$ cat config.mk
export PLATFORM = sky130hd
export DESIGN_NAME = ram_1port_arbiter
export DESIGN_NICKNAME = d
export VERILOG_FILES = /design/src/rtl/ram_arb_pkg.sv /design/src/rtl/ram_arb_rd_pipe.sv /design/src/rtl/ram_1port_arbiter.sv
export SDC_FILE = /design/constraint.sdc
export NUM_CORES = 1
export LEC_CHECK = 0
export CAP_MARGIN = 30
export CELL_PAD_IN_SITES_DETAIL_PLACEMENT = 2
export CELL_PAD_IN_SITES_GLOBAL_PLACEMENT = 2
export CORE_MARGIN = 4
export CORE_UTILIZATION = 26
export CTS_CLUSTER_DIAMETER = 40
export DETAILED_ROUTE_END_ITERATION = 6
export GPL_TIMING_DRIVEN = 0
export PLACE_DENSITY_LB_ADDON = 0.1
export SYNTH_ARGS = -nofsm -noshare
export SYNTH_HDL_FRONTEND = slang
export SYNTH_HIERARCHICAL = 1
export SYNTH_SLANG_ARGS = --single-unit
$ cat constraint.sdc
create_clock -name clk -period 5.4 [get_ports clk]
set_clock_uncertainty 0.05 [all_clocks]
set_input_delay 0.81 -clock clk [delete_from_list [all_inputs] [get_ports clk]]
set_output_delay 0.81 -clock clk [all_outputs]
set_load 0.02 [all_outputs]
$ cat src/rtl/ram_arb_pkg.sv
// Shared types and constants for the single-port RAM arbiter.
// Used by ram_1port_arbiter and ram_arb_rd_pipe.
package ram_arb_pkg;

   typedef enum logic [1:0] {
      IDLE,
      OWN0,
      OWN1
   } arb_state_t;

   // An owner that goes quiet releases the RAM after LOCK_TIMEOUT + 1 idle cycles.
   localparam logic [3:0] LOCK_TIMEOUT = 4'd15;

   typedef struct packed {
      logic valid;
      logic id;
   } rd_tag_t;

   function automatic logic [15:0] sat_inc(input logic [15:0] v);
      return (v == 16'hFFFF) ? v : v + 16'd1;
   endfunction

endpackage

$ cat src/rtl/ram_arb_rd_pipe.sv
// Read-return path: RD_LAT-deep {valid, id} shift register that tracks reads in flight,
// plus the rdata capture/hold mux feeding the shared read-data bus.
module ram_arb_rd_pipe
   import ram_arb_pkg::*;
#(
   parameter int DATA_W = 8,
   parameter int RD_LAT = 1
) (
   input  logic              clk,
   input  logic              rst,
   input  logic              issue_valid,
   input  logic              issue_id,
   input  logic [DATA_W-1:0] ram_rd_data,
   output logic              rvalid0,
   output logic              rvalid1,
   output logic [DATA_W-1:0] rdata
);

   rd_tag_t           pipe [RD_LAT];
   rd_tag_t           ret;
   logic [DATA_W-1:0] rdata_hold;

   // NOTE: the tag pipeline is reset (unlike a data RAM) so no stale rvalid survives rst;
   // every register here uses <= so all stages shift on the same edge.
   always_ff @(posedge clk or posedge rst) begin
      if (rst) begin
         for (int i = 0; i < RD_LAT; i++) pipe[i] <= '0;
         rdata_hold <= '0;
      end else begin
         pipe[0] <= '{valid: issue_valid, id: issue_id};
         for (int i = 1; i < RD_LAT; i++) pipe[i] <= pipe[i-1];
         if (ret.valid) rdata_hold <= ram_rd_data;
      end
   end

   assign ret     = pipe[RD_LAT-1];
   assign rvalid0 = ret.valid & ~ret.id;
   assign rvalid1 = ret.valid &  ret.id;
   assign rdata   = ret.valid ? ram_rd_data : rdata_hold;

endmodule

$ cat src/rtl/ram_1port_arbiter.sv
// Round-robin arbiter with burst lock sharing one single-port RAM between two requesters.
// Optional grant/conflict statistics are built when RAM_ARB_STATS_EN is defined.
module ram_1port_arbiter
   import ram_arb_pkg::*;
#(
   parameter int ADDR_W = 5,
   parameter int DATA_W = 8,
   parameter int RD_LAT = 1
) (
   input  logic              clk,
   input  logic              rst,
   input  logic              req0,
   input  logic              req1,
   input  logic              we0,
   input  logic              we1,
   input  logic              lock0,
   input  logic              lock1,
   input  logic [ADDR_W-1:0] addr0,
   input  logic [ADDR_W-1:0] addr1,
   input  logic [DATA_W-1:0] wdata0,
   input  logic [DATA_W-1:0] wdata1,
   output logic              gnt0,
   output logic              gnt1,
   output logic              rvalid0,
   output logic              rvalid1,
   output logic [DATA_W-1:0] rdata,
   output logic [ADDR_W-1:0] ram_addr,
   output logic [DATA_W-1:0] ram_wr_data,
   output logic              ram_wr_en,
   output logic              ram_rd_en,
`ifdef RAM_ARB_STATS_EN
   input  logic              stats_clr,
   output logic [15:0]       gnt_cnt0,
   output logic [15:0]       gnt_cnt1,
   output logic [15:0]       conflict_cnt,
`endif
   input  logic [DATA_W-1:0] ram_rd_data
);

   arb_state_t        state;
   logic              rr_ptr;
   logic [3:0]        idle_cnt;
   logic [ADDR_W-1:0] addr_hold;
   logic [DATA_W-1:0] wdata_hold;
   logic              gnt_any;
   logic              sel_we;
   logic              sel_lock;
   logic [ADDR_W-1:0] sel_addr;
   logic [DATA_W-1:0] sel_wdata;

   // NOTE: both grants get a default before the case so no path leaves them unassigned (no latch).
   always_comb begin
      gnt0 = 1'b0;
      gnt1 = 1'b0;
      unique case (state)
         IDLE: begin
            if (req0 && req1) begin
               gnt0 = ~rr_ptr;
               gnt1 =  rr_ptr;
            end else begin
               gnt0 = req0;
               gnt1 = req1;
            end
         end
         OWN0:    gnt0 = req0;
         OWN1:    gnt1 = req1;
         default: ;
      endcase
      if (rst) begin
         gnt0 = 1'b0;
         gnt1 = 1'b0;
      end
   end

   assign gnt_any   = gnt0 | gnt1;
   assign sel_we    = gnt1 ? we1    : we0;
   assign sel_lock  = gnt1 ? lock1  : lock0;
   assign sel_addr  = gnt1 ? addr1  : addr0;
   assign sel_wdata = gnt1 ? wdata1 : wdata0;

   assign ram_wr_en   = gnt_any &  sel_we;
   assign ram_rd_en   = gnt_any & ~sel_we;
   assign ram_addr    = gnt_any ? sel_addr  : addr_hold;
   assign ram_wr_data = gnt_any ? sel_wdata : wdata_hold;

   always_ff @(posedge clk or posedge rst) begin
      if (rst) begin
         state      <= IDLE;
         rr_ptr     <= 1'b0;
         idle_cnt   <= '0;
         addr_hold  <= '0;
         wdata_hold <= '0;
      end else begin
         if (gnt_any) begin
            addr_hold  <= sel_addr;
            wdata_hold <= sel_wdata;
         end
         unique case (state)
            IDLE: begin
               // The tie winner was rr_ptr, so the loser gets priority next time.
               if (req0 && req1) rr_ptr <= ~rr_ptr;
               idle_cnt <= '0;
               if (gnt_any && sel_lock) state <= gnt1 ? OWN1 : OWN0;
            end
            OWN0, OWN1: begin
               if (gnt_any) begin
                  idle_cnt <= '0;
                  if (!sel_lock) begin
                     state  <= IDLE;
                     rr_ptr <= ~gnt1;
                  end
               end else if (idle_cnt == LOCK_TIMEOUT) begin
                  state    <= IDLE;
                  idle_cnt <= '0;
               end else begin
                  idle_cnt <= idle_cnt + 4'd1;
               end
            end
            default: state <= IDLE;
         endcase
      end
   end

   ram_arb_rd_pipe #(
      .DATA_W (DATA_W),
      .RD_LAT (RD_LAT)
   ) u_rd_pipe (
      .clk         (clk),
      .rst         (rst),
      .issue_valid (ram_rd_en),
      .issue_id    (gnt1),
      .ram_rd_data (ram_rd_data),
      .rvalid0     (rvalid0),
      .rvalid1     (rvalid1),
      .rdata       (rdata)
   );

`ifdef RAM_ARB_STATS_EN
   logic conflict;

   // A conflict is any cycle where a requester wants the RAM but must wait for the other.
   assign conflict = (req0 & req1) | ((state == OWN0) & req1) | ((state == OWN1) & req0);

   always_ff @(posedge clk or posedge rst) begin
      if (rst) begin
         gnt_cnt0     <= '0;
         gnt_cnt1     <= '0;
         conflict_cnt <= '0;
      end else if (stats_clr) begin
         gnt_cnt0     <= '0;
         gnt_cnt1     <= '0;
         conflict_cnt <= '0;
      end else begin
         if (gnt0)     gnt_cnt0     <= sat_inc(gnt_cnt0);
         if (gnt1)     gnt_cnt1     <= sat_inc(gnt_cnt1);
         if (conflict) conflict_cnt <= sat_inc(conflict_cnt);
      end
   end
`endif

endmodule

### Word level (Yosys, flattened, before mapping)

Cells that the tools add are included.

* register bits after elaboration: 30
* bits of input ports: 42
* output and inout bits: 27
* word-level logic and storage cells: 60

* add/subtract/negate cells: 1
* equal/unequal tests: 9
* multiplexer cells: 26
* bitwise gates (word level): 9
* reduce and logical (&&, ||, !) cells: 7

Operator list (number)
* $mux 8: 3
* $mux 2: 5
* $mux 5: 2
* $mux 1: 9
* $mux 4: 2
* $ne 2x2->1 const B: 4
* $pmux 4 s2: 1
* $ne 3x3->1 const B: 2
* $pmux 1 s2: 3
* $add 4x1->4 const B: 1
* $and 1x1->1: 4
* $eq 4x4->1 const B: 1
* $not 1->1: 4
* $pmux 2 s2: 1
* $reduce_and 4->1: 1
* $reduce_and 3->1: 1
* $eq 2x1->1 const B: 1
* $eq 2x2->1 const B: 1
* $logic_and 1x1->1: 2
* $logic_not 2->1: 1
* $reduce_bool 2->1: 1
* $reduce_or 2->1: 1
* $or 1x1->1: 1

### Depth between registers and ports, before layout

Gate-level depths: netlist of the first run.

* depth in word-level cells: 8
* gate-level depth with buffers: 9
* gate-level depth less buffers: 8

### By module

Netlist of the first run, hierarchy kept.

Modules (own cells, without submodules)
* ram_1port_arbiter: times used 1, cells an instance 133, area each 1163.6 um^2
* ram_arb_rd_pipe: times used 1, cells an instance 22, area each 397.9 um^2

### Least setup slack after synthesis of the first run

No wires, ideal clock.

* kind: input-to-output
* from: input port rst
* to: output port ram_addr[0]
* data arrival time: 2.100 ns
* required time: 4.540 ns
* path slack: 2.440 ns
* cell stages on the path: 6
* path buffers: 3
* cell sequence: nand2b_1 -> or3_1 -> buf_6 -> buf_6 -> buf_6 -> a31oi_1

* word-level cells in the longest chain between the ends: 3
* elaborated cells on any way between the ends: 5
* classes of those cells: 4 x mux; 1 x bitwise

Ends and longest elaborated chain
* from (decl): RTL line ram_1port_arbiter.sv:11 `input logic rst,`
* $mux 1: RTL line ram_1port_arbiter.sv:69 `if (rst) begin`
* $mux 5 or $or 1x1->1 (tied branches): RTL line ram_1port_arbiter.sv:78, ram_1port_arbiter.sv:75
* $mux 5 (*)
* to (decl): RTL line ram_1port_arbiter.sv:27 `output logic [ADDR_W-1:0] ram_addr,`

Every way passes the cells marked *; elsewhere a longest branch is shown, timed or not.

### Final worst setup path of the first run

* from: input port req0
* to: output port ram_wr_data[0]

* word-level cells in the longest chain between the ends: 6
* elaborated cells on any way between the ends: 10
* classes of those cells: 8 x mux; 1 x bitwise; 1 x reduce/logical

Ends and longest elaborated chain
* from (decl): RTL line ram_1port_arbiter.sv:12 `input logic req0,`
* $logic_and 1x1->1: RTL line ram_1port_arbiter.sv:57 `if (req0 && req1) begin`
* $mux 1: RTL line ram_1port_arbiter.sv:57
* $pmux 1 s2: RTL line ram_1port_arbiter.sv:55 `unique case (state)`
* $mux 1: RTL line ram_1port_arbiter.sv:69
* $mux 8 or $or 1x1->1 (tied branches): RTL line ram_1port_arbiter.sv:79, ram_1port_arbiter.sv:75
* $mux 8 (*)
* to (decl): RTL line ram_1port_arbiter.sv:28 `output logic [DATA_W-1:0] ram_wr_data,`

Marked as above.

==> summary.txt, run 1 <==
drt first pass iters -> 4
commonest cells after routing, fill and taps aside -> clkdlybuf4s50_1, nand2_1, dfrtp_1, a31oi_1, nor2_1
Port Buffer Count -> 68
CTS tree -> yes
Hold WS -> 0.440 ns
clock sink total -> 30
Die X -> 85.5 um
Top Ports -> 69
Post-Syn Area -> 1560 sq um
CP most frequent cell -> clkdlybuf4s50_1
critical path's top delay family -> buffers and inverters
PD cells -> 582 nW/um^2
clk_lat worst skew -> 0.28 ns
Routed WL per cell -> 17.7 um
dpl hpwl -> 4110 um
Max Freq -> 243 MHz
Mapped Cells -> 155
vias in the first global route -> 1747
total wire length -> 5350 um
Cell Rows -> 27
Setup WS post-layout -> 1.28 ns
syn nets -> 202
Layout fillers -> 628
ys async rst share -> 1.00
Clock Tree Buf Depth -> 2
DR WL met3 -> 285 um
largest net degree at the start of global routing -> 21
RSZ-0062 raised after global routing -> no
MaxCap Viol Count -> 0
multi-input logic area -> 717 sq um
Slew headroom -> 0.436
chip height -> 85.5 um
period utilization -> 0.763
Setup crit start kind -> input port
Worst setup EP type -> output port
max layer used -> met4
ys flop type -> dfrtp_1
Post-Route M1 WL -> 2270 um
Slew Limit Fails -> 0
root buf cell -> clkbuf_8
post-CTS setup buffer count -> 0
Synth Register Bits -> 30
post-CTS sizing -> 0
Initial DRC Count -> 13
HP Class -> register to register
Worst-Margin Slew -> 0.845 ns
worst path cell trace -> clkdlybuf4s50_1 > nor2b_1 > o21ai_4 > inv_2 > buf_2 > nand2_1 > a31oi_1 > clkdlybuf4s50_1
status -> finished clean
drt drc -> 0
Worst-path clk slew -> 0.07 ns
register area -> 751 sq um
Area growth syn-to-layout -> 56.3%
hold_buf cts -> 0
Worst EP required -> 4.54 ns
# nets final -> 277
htree depth -> 2
most common cell after layout, fill and taps aside -> clkdlybuf4s50_1
dpl ws -> 1.31 ns
Via density -> 4.91
Final min period -> 4.12 ns
CTS buffer count -> 5
Worst VDD drop -> 0.000212 V
Fin. Hold Viols -> 0
first-pass GRT wire length -> 8890 um
Synth Area per Inst -> 10.1 sq um
Initial Utilization -> 0.275
share of cells above drive strength 1 -> 0.117
Final Wtd Congestion -> 0.761
post-synthesis cell type count -> 33
Final ANT Viol Nets -> 0
Crit path buffers/inverters -> 4
Fin Setup TNS -> 0 ns
leakage power -> 1.03 nW
DR WL met2 -> 2750 um
initial antenna violation count -> 0
Crit path largest cell delay -> 0.66 ns
CP Max Fanout -> 10
final setup violation count -> 0
Slowest-stage cell, CP -> clkdlybuf4s50_1
count of flip-flops with a built-in enable after synthesis -> 0
global router's overall resource usage -> 0.153
number of synthesis warnings -> 6
Critical Path AT -> 3.26 ns
critical path type -> input port to output port
Seq/Total Area, Yosys -> 0.481
diode count -> 0
Core Footprint -> 5680 sq um
Via Count -> 1488
full die area -> 7310 sq um
aggregate global routing overflow -> 0
worst paths after layout:
| path | from | end | slack (ns) | cells past startpoint |
|---|---|---|---|---|
| setup / recovery | req0 | ram_wr_data[0] | 1.28 | 8 |
| min in group asynchronous | rst | u_rd_pipe/pipe[1] | 0.86 | 2 |
| setup reg to reg | state[0] | wdata_hold[0] | 3.18 | 7 |
| hold reg to reg | u_rd_pipe/rdata_hold[3] | u_rd_pipe/rdata_hold[3] | 0.44 | 1 |
| max in group asynchronous | rst | wdata_hold[0] | 3.73 | 2 |
| hold / removal | u_rd_pipe/rdata_hold[3] | u_rd_pipe/rdata_hold[3] | 0.44 | 1 |
layout make-up:
class / instances / share of cell area
Clock buffer: 5 / 0.0282
Inverter: 8 / 0.0144
Clock inverter: 3 / 0.0164
Tap cell: 72 / 0.0369
Multi-Input combinational cell: 110 / 0.294
Timing Repair Buffer: 68 / 0.279
Buffer: 7 / 0.0241
Sequential cell: 30 / 0.308
sequential cells by signal, summed over array words and instances (netlist names):
signal	count
u_rd_pipe/pipe	2
u_rd_pipe/rdata_hold	8
state	2
wdata_hold	8
idle_cnt	4
addr_hold	5
rr_ptr	1
kinds of logic after synthesis:
group,Yosys count,synth area share
fa+ha+maj,5,0.0401
buf+inv,15,0.0601
mux,9,0.0833
compound gates,35,0.155
simple gates,61,0.180
flops,30,0.481
where the power goes:
part           internal, mW  leakage (nW)  switching, mW
Combinational         0.389         0.610          0.443
Clock                 0.136        0.0579         0.0891
Sequential            0.324         0.364         0.0401
metal layers:
layer / vias to the layer above / global-route usage
li1: 698 / -
met1: 735 / 0.177
met2: 49 / 0.281
met3: 6 / 0.0442
met4: 0 / 0.0302
met5: - / 0
stage by stage:
step	std cells	utilization	area (sq um)	power, mW
final	303	0.430	2440	1.42
after global routing	303	0.430	2440	1.52
after CTS	303	0.430	2440	1.45
after detailed placement	295	0.411	2330	1.21
after global placement	295	0.411	2330	1.18
after floorplan	155	-	1560	0.855
synthesized netlist by cell type (2+ instances only):
cell type	n	area (sq um)
dfrtp_1	30	751
nand2_1	30	113
a31oi_1	16	100
nor2_1	15	56.3
mux2_4	8	120
inv_1	6	22.5
o21ai_0	6	30.0
ha_1	5	62.6
buf_6	4	45.0
nand3_1	4	20.0
nor2b_1	3	18.8
a21oi_1	2	10.0
a22o_1	2	17.5
a32o_1	2	20.0
and2_1	2	12.5
buf_2	2	10.0
o211ai_1	2	15.0
worst register-to-register path, delay by kind of cell, from the launching register on:
family                     cells  cell delay, ns
AOI/OAI and AO/OA              3            0.73
buffers and inverters          2            0.52
DFF                            1            0.40
adders and majority gates      1            0.28
and+or+nand+nor                1            0.14
Power figures use the tool's default switching activity.
==> inputs of run 2 (changes only) <==
- CORE_UTILIZATION: 26 -> 22
- clock period: 5.4 -> 3.5 ns (I/O delays scaled with it)
==> run 2 against run 1 <==
Effect of this change: global-route usage down 2.4 points; routed wire length fell by 3.7%; final cell count rose by 7.9%; die area rose by 16%; flip-flop and latch count is the same; sequential power increased by 54%; final area is 0.67% higher; critical path type unchanged.
==> summary.txt, run 2 (synthesized netlist as in run 1, its figures left out) <==
internal power -> 1.21 mW
worst reg2reg startpoint -> state[0]
hold_buf cts -> 0
Worst-path clk slew -> 0.07 ns
Slowest-stage cell, CP -> clkdlybuf4s50_1
chip height -> 92.2 um
CP Depth -> 7
Port Buffer Count -> 68
Max Freq -> 298 MHz
Sw Pwr -> 0.868 mW
Crit path buffers/inverters -> 4
CP most frequent cell -> clkdlybuf4s50_1
post-CTS sizing -> 9
share of cells above drive strength 1 -> 0.117
clock power share -> 0.140
total wire length -> 5150 um
Core Footprint -> 6830 sq um
Worst EP required -> 2.92 ns
Comb power frac -> 0.590
# nets final -> 277
global router's overall resource usage -> 0.129
Seq pwr share -> 0.270
dpl hpwl -> 4050 um
Top Ports -> 69
Slew headroom -> 0.470
Crit path largest cell delay -> 0.68 ns
FF-to-FF setup slack -> 1.33 ns
reg2reg end -> state[0]
final setup violation count -> 0
Slew Limit Fails -> 0
vias in the first global route -> 1698
Largest regs -> u_rd_pipe/rdata_hold (8), wdata_hold (8), addr_hold (5)
worst path cell trace -> clkdlybuf4s50_1 > nand2b_1 > or3_1 > buf_6 > buf_2 > a31oi_1 > clkdlybuf4s50_1
Routed WL per cell -> 15.8 um
Via Count -> 1463
drt drc -> 0
most common cell after layout, fill and taps aside -> clkdlybuf4s50_1
HP Class -> register to register
Initial DRC Count -> 30
htree depth -> 2
clock sink total -> 30
clk_lat worst skew -> 0.27 ns
aggregate global routing overflow -> 0
Critical Path End -> ram_addr[1]
Final ANT Viol Nets -> 0
first-pass GRT wire length -> 8740 um
critical path type -> input port to output port
PD cells -> 847 nW/um^2
worst setup path start -> rst
Final Wtd Congestion -> 0.799
period utilization -> 0.959
Via density -> 4.47
Setup crit start kind -> input port
Worst VDD drop -> 0.000293 V
CTS tree -> yes
post-route insts no fill -> 327
Cell Rows -> 30
root buf cell -> clkbuf_8
R2R cell count -> 8
Area growth syn-to-layout -> 57.4%
status -> finished clean
Worst-Margin Slew -> 0.794 ns
Die X -> 92.2 um
Worst setup EP type -> output port
Layout fillers -> 779
post-CTS setup buffer count -> 0
Initial Utilization -> 0.229
Clock Tree Buf Depth -> 2
CTS buffer count -> 5
full die area -> 8510 sq um
sw frac -> 0.417
drt first pass iters -> 3
largest net degree at the start of global routing -> 21
MaxCap Viol Count -> 0
Placed Instances -> 319
diode count -> 0
initial antenna violation count -> 0
Layout Utilization -> 0.360
leakage power -> 1.07 nW
CP Max Fanout -> 10
Final min period -> 3.36 ns
Critical Path AT -> 2.78 ns
commonest cells after routing, fill and taps aside -> clkdlybuf4s50_1, nand2_1, dfrtp_1, a31oi_1, nor2_1
critical path's top delay family -> buffers and inverters
RSZ-0062 raised after global routing -> no
Fin. Hold Viols -> 0
## run 2: worst reg2reg max path, cell delays in order (launching register included)
cell,delay (ns)
dfrtp_1,0.41
inv_1,0.09
ha_1,0.27
a21boi_2,0.20
o21ai_4,0.26
inv_2,0.18
o2111ai_1,0.24
nand3_1,0.14
a32o_1,0.22
## run 2: stage by stage
stage | instance area [sq um] | setup WS (ns) | power, mW | setup TNS [ns] | hold slack (ns)
after global routing | 2460 | 0.0159 | 2.25 | 0 | 0.463
after global placement | 2360 | 0.0168 | 1.82 | 0 | 0.427
final | 2460 | 0.143 | 2.08 | 0 | 0.445
after detailed placement | 2360 | -0.00403 | 1.86 | -0.00403 | 0.432
after floorplan | 1560 | 0.975 | 1.32 | 0 | 0.315
after CTS | 2440 | 0.0163 | 2.12 | 0 | 0.451
## run 2: worst min path at each step
stage,cells after the start,slack [ns],startpoint,endpoint
after floorplan,1,0.32,rst,u_rd_pipe/pipe[0]
after global placement,1,0.43,u_rd_pipe/rdata_hold[2],u_rd_pipe/rdata_hold[2]
after detailed placement,1,0.43,u_rd_pipe/rdata_hold[5],u_rd_pipe/rdata_hold[5]
after CTS,1,0.45,u_rd_pipe/rdata_hold[6],u_rd_pipe/rdata_hold[6]
after global routing,1,0.46,u_rd_pipe/rdata_hold[5],u_rd_pipe/rdata_hold[5]
final,1,0.45,u_rd_pipe/rdata_hold[6],u_rd_pipe/rdata_hold[6]
## run 2: cell type report
class                   count  area (sq um)  share of cell area
flip-flops and latches     30           751               0.305
multi-input cells         110           717               0.292
repair buffers             68           678               0.276
well taps                  96           120              0.0489
clock buffers               7          86.3              0.0351
plain buffers               7          65.1              0.0265
inverters                   8          35.0              0.0143
clock inverters             1          5.00             0.00204
## run 2: per-layer routing
metal,track usage,part of all wire,vias up
met5,0,0,-
met4,0.0260,0.0045,0
met3,0.0435,0.066,2
met2,0.229,0.51,43
met1,0.151,0.42,727
li1,-,-,691
## run 2: power groups by stage
| stage | Clock (mW) | Combinational, mW | Sequential (mW) |
|---|---|---|---|
| floorplan | 0 | 0.770 | 0.548 |
| detailed placement | 0 | 1.29 | 0.568 |
| CTS | 0.306 | 1.25 | 0.562 |
| global route | 0.323 | 1.35 | 0.577 |
| finish | 0.291 | 1.23 | 0.561 |
| global placement | 0 | 1.26 | 0.561 |
==> inputs of run 3 (changes only) <==
- ABC_CLOCK_PERIOD_IN_PS: default -> 3500
==> results of run 3 <==
No change in the layout: final DEF, timing and power equal those of run 2.
